==> config.mk <==
export PLATFORM = sky130hd
export DESIGN_NAME = adder_rr_arbiter
export DESIGN_NICKNAME = d
export VERILOG_FILES = /design/src/rtl/adder_rr_arbiter.sv
export SDC_FILE = /design/constraint.sdc
export NUM_CORES = 1
export LEC_CHECK = 0
export ABC_AREA = 1
export ABC_CLOCK_PERIOD_IN_PS = 6800
export CORE_MARGIN = 2
export CORE_UTILIZATION = 33
export CTS_BUF_LIST = sky130_fd_sc_hd__clkbuf_2 sky130_fd_sc_hd__clkbuf_4 sky130_fd_sc_hd__clkbuf_8
export CTS_CLUSTER_SIZE = 10
export DETAILED_ROUTE_END_ITERATION = 16
export PLACE_DENSITY = 0.72
export SLEW_MARGIN = 10
export SYNTH_ARGS = -nofsm -noshare
export SYNTH_HDL_FRONTEND = slang
export SYNTH_SLANG_ARGS = --single-unit
==> constraint.sdc <==
create_clock -name i_clk -period 6.8 [get_ports i_clk]
set_input_delay 1.36 -clock i_clk [delete_from_list [all_inputs] [get_ports i_clk]]
set_output_delay 1.36 -clock i_clk [all_outputs]
set_load 0.01 [all_outputs]
==> src/rtl/adder_rr_arbiter.sv <==
// adder_rr_arbiter: NUM_REQ requesters share one 32-bit adder through a
// round-robin arbiter. The result sits in a single registered response slot
// that a new grant may refill in the same cycle it is drained.
module adder_rr_arbiter #(
   parameter  int NUM_REQ = 4,
   parameter  int DATA_W  = 32,
   localparam int ID_W    = (NUM_REQ > 1) ? $clog2(NUM_REQ) : 1
) (
   input  logic                      i_clk,
   input  logic                      i_rst,
   input  logic [NUM_REQ-1:0]        i_req_valid,
   output logic [NUM_REQ-1:0]        o_req_ready,
   input  logic [NUM_REQ*DATA_W-1:0] i_req_a,
   input  logic [NUM_REQ*DATA_W-1:0] i_req_b,
   output logic                      o_rsp_valid,
   input  logic                      i_rsp_ready,
   output logic [DATA_W-1:0]         o_rsp_sum,
   output logic [ID_W-1:0]           o_rsp_id,
   output logic                      o_rsp_ovf,
   output logic [15:0]               o_grant_cnt
);

   // operands viewed per requester
   logic [NUM_REQ-1:0][DATA_W-1:0] req_a_arr, req_b_arr;
   assign req_a_arr = i_req_a;
   assign req_b_arr = i_req_b;

   logic [ID_W-1:0]   ptr;
   logic [ID_W-1:0]   gnt_idx;
   logic [ID_W-1:0]   ptr_nxt;
   logic              gnt_found;
   logic              slot_free;
   logic              gnt_en;
   logic [DATA_W-1:0] a_sel, b_sel, sum;
   logic              ovf;

   // first valid requester scanning ptr, ptr+1, ... with wraparound
   always_comb begin
      int j;
      j         = 0;
      gnt_found = 1'b0;
      gnt_idx   = '0;
      for (int i = 0; i < NUM_REQ; i++) begin
         j = int'(ptr) + i;
         if (j >= NUM_REQ) j = j - NUM_REQ;
         if (!gnt_found && i_req_valid[j]) begin
            gnt_found = 1'b1;
            gnt_idx   = ID_W'(j);
         end
      end
   end

   // a grant needs a free slot: empty, or being drained this cycle
   assign slot_free   = !o_rsp_valid || i_rsp_ready;
   assign gnt_en      = !i_rst && slot_free && gnt_found;
   assign o_req_ready = gnt_en ? (NUM_REQ'(1) << gnt_idx) : '0;
   assign ptr_nxt     = (gnt_idx == ID_W'(NUM_REQ - 1)) ? '0 : gnt_idx + ID_W'(1);

   // the single shared adder, fed by the granted requester's operands
   assign a_sel = req_a_arr[gnt_idx];
   assign b_sel = req_b_arr[gnt_idx];
   assign sum   = a_sel + b_sel;
   assign ovf   = (a_sel[DATA_W-1] == b_sel[DATA_W-1]) && (sum[DATA_W-1] != a_sel[DATA_W-1]);

   // response slot, round-robin pointer and saturating grant counter
   always_ff @(posedge i_clk) begin
      if (i_rst) begin
         o_rsp_valid <= 1'b0;
         o_rsp_sum   <= '0;
         o_rsp_id    <= '0;
         o_rsp_ovf   <= 1'b0;
         o_grant_cnt <= '0;
         ptr         <= '0;
      end else if (gnt_en) begin
         o_rsp_valid <= 1'b1;
         o_rsp_sum   <= sum;
         o_rsp_id    <= gnt_idx;
         o_rsp_ovf   <= ovf;
         ptr         <= ptr_nxt;
         if (o_grant_cnt != 16'hFFFF) o_grant_cnt <= o_grant_cnt + 16'd1;
      end else if (o_rsp_valid && i_rsp_ready) begin
         o_rsp_valid <= 1'b0;
      end
   end

endmodule

==> impl_metrics.ini <==
[finish]
multiInputGateArea_mm2 = 0.00438
diodes = 0
layout-drive-gt1-share = 0.0290
area_growth_pct = 53.9
utilization = 0.519
final_nets = 1644
seq_area_mm2 = 0.00108
fillers = 1932

[sta]
fin_setup_tns_ps = 0
min_period_ps = 5430
fmax_ghz = 0.184
relSlewSlack = 0.546
hold_viol_final = 0
drv_slew = 0
worst_pin_slew_ps = 681
min_period_over_period = 0.798
setup_viol = 0
skew_ps = 8.03
grt_setup_unrepaired = false

[logic_synthesis]
synthArstFlopShare = 0
yosysTopAreaCell = nand2_1
syn-cell-area_mm2 = 0.00631
ys_seq_area_frac = 0.171
syn-mean-instance-area_um2 = 5.91
syn_nets = 1367
synthTopCellsByArea = nand2_1, dfxtp_1, a32o_1
synthMostInstantiatedCell = nand2_1
synth_ff_type = dfxtp_1
ys_seq_elements = 54
syn_inst = 1067
ys_warn_count = 0
synth_commonest_cells = nand2_1, inv_1, a21oi_1
synth_edf_count = 0
netlist.area_leader.share = 0.202
synth.distinct_cells = 42

[worst_hold_path]
hold_depth = 2
hold_class = reg2reg

[setup_path]
required_ps = 7020
arrival_ps = 5640
worstPathMaxFanout = 62
worstSetupEndpointType = flop
crit_type = in2reg
critPathLaunchType = input port
reg2regPathDepth = 24

[drt]
vias = 8052
postRouteAntennaNets = 0
firstDrtPassIters = 5
wl_per_cell_um = 14.7
routed_wl_mm = 23.1
viasPerCell = 5.10
dr.first_iter.drc_count = 421
drc = 0

[clock_tree]
clk_latency_ps = 310
clock-root-buffer = clkbuf_8
post_cts_buffers = 0
htreeDepth = 2
numCtsBuffers = 5
clockBufferDepth = 2
cts_tree = yes
cts_resized = 0
clkTransAtPathRegs_ps = 100
cts-hold-fix-buffers = 0
cts_sinks = 54

[global_routing]
antenna_found_initial = 0
grt_pass1_vias = 7558
grt_pass1_wl_mm = 35.9
grt-ovfl-total = 0
grt.total_usage = 0.217
grt_max_degree = 132

[die]
dieArea_mm2 = 0.0202
core_area_mm2 = 0.0187
start_util = 0.337
die_x_um = 142
rows = 50
io_pins = 319
die_h_um = 142

[placed_design]
place.gp.congestion = 0.893
dpl.hpwl_mm = 18.6
portBuffers = 318

[status]
status = finished clean

[run]
drv_cap = 0
## worst max-delay path: stages
cell and delay, ps:
clkdlybuf4s50_1 420, inv_1 80, nand2_1 70, nand3_1 140, nand2_2 90, nor2_4 160
nand3_4 130, nand3_4 130, clkinv_2 350, buf_12 340, nand2_1 90, a32o_1 190
inv_1 60, ha_1 340, a21oi_1 220, a21boi_0 210, nand3_1 140, a21oi_1 340
o21bai_1 170, nand2_1 90, nand2_1 70, or2_2 270, nand3_1 80, nand2_1 60
## layout by cell type, fill, tap and decap left out, types with 6 or more instances in the layout
cell and instances:
o21ai_0 56, buf_4 6, inv_1 140, xor2_1 8
dfxtp_1 54, nor3_1 15, nand2_1 339, nand3_1 56
ha_1 36, xnor2_1 12, nand4_1 12, a32o_1 62
clkdlybuf4s50_1 318, a21oi_1 122, nor2_1 50
## final timing paths
check                      start       endpoint  slack, ps
setup / recovery  i_req_valid[1]  o_rsp_sum[21]       1370
hold reg to reg        o_rsp_ovf      o_rsp_ovf        470
hold / removal         o_rsp_ovf      o_rsp_ovf        470
setup reg to reg          ptr[0]  o_rsp_sum[21]       2120
## cell type report
type	instances	share of cell area
multi-input combinational	808	0.451
timing repair buffer	327	0.339
sequential	54	0.111
inverter	148	0.0573
tap	234	0.0301
clock buffer	5	0.00708
clock inverter	3	0.00464
## state kept, by name, indices dropped and copies added, names as in the netlist
| signal | cells |
|---|---|
| o_rsp_ovf | 1 |
| o_rsp_sum | 32 |
| o_grant_cnt | 16 |
| o_rsp_id | 2 |
| o_rsp_valid | 1 |
| ptr | 2 |
## through the flow
stage / setup WS (ps) / hold slack, ps / cell area, um2 / std cells
after floorplan: 2440 / 480 / 6310 / 1067
after global placement: 1070 / 458 / 9600 / 1571
after detailed placement: 1040 / 460 / 9600 / 1571
after CTS: 1370 / 476 / 9710 / 1579
after global routing: 1030 / 495 / 9710 / 1579
final: 1370 / 474 / 9710 / 1579
## kinds of logic after synthesis
family	synth area share
adder cells (fa/ha/maj)	0.0745
buffers and inverters	0.136
AO/OA/AOI/OAI	0.262
XOR/XNOR	0.0278
flip-flops	0.171
AND/OR/NAND/NOR	0.329
## layer usage
| metal | GRT usage | up-vias | part of all wire |
|---|---|---|---|
| li1 | - | 4111 | - |
| met1 | 0.256 | 3648 | 0.41 |
| met2 | 0.409 | 269 | 0.50 |
| met3 | 0.0347 | 24 | 0.076 |
| met4 | 0.0500 | 0 | 0.016 |
| met5 | 0 | - | 0 |
Power is not shown: default switching activity piles up to over one toggle a cycle in this logic, so the estimate is an artifact.
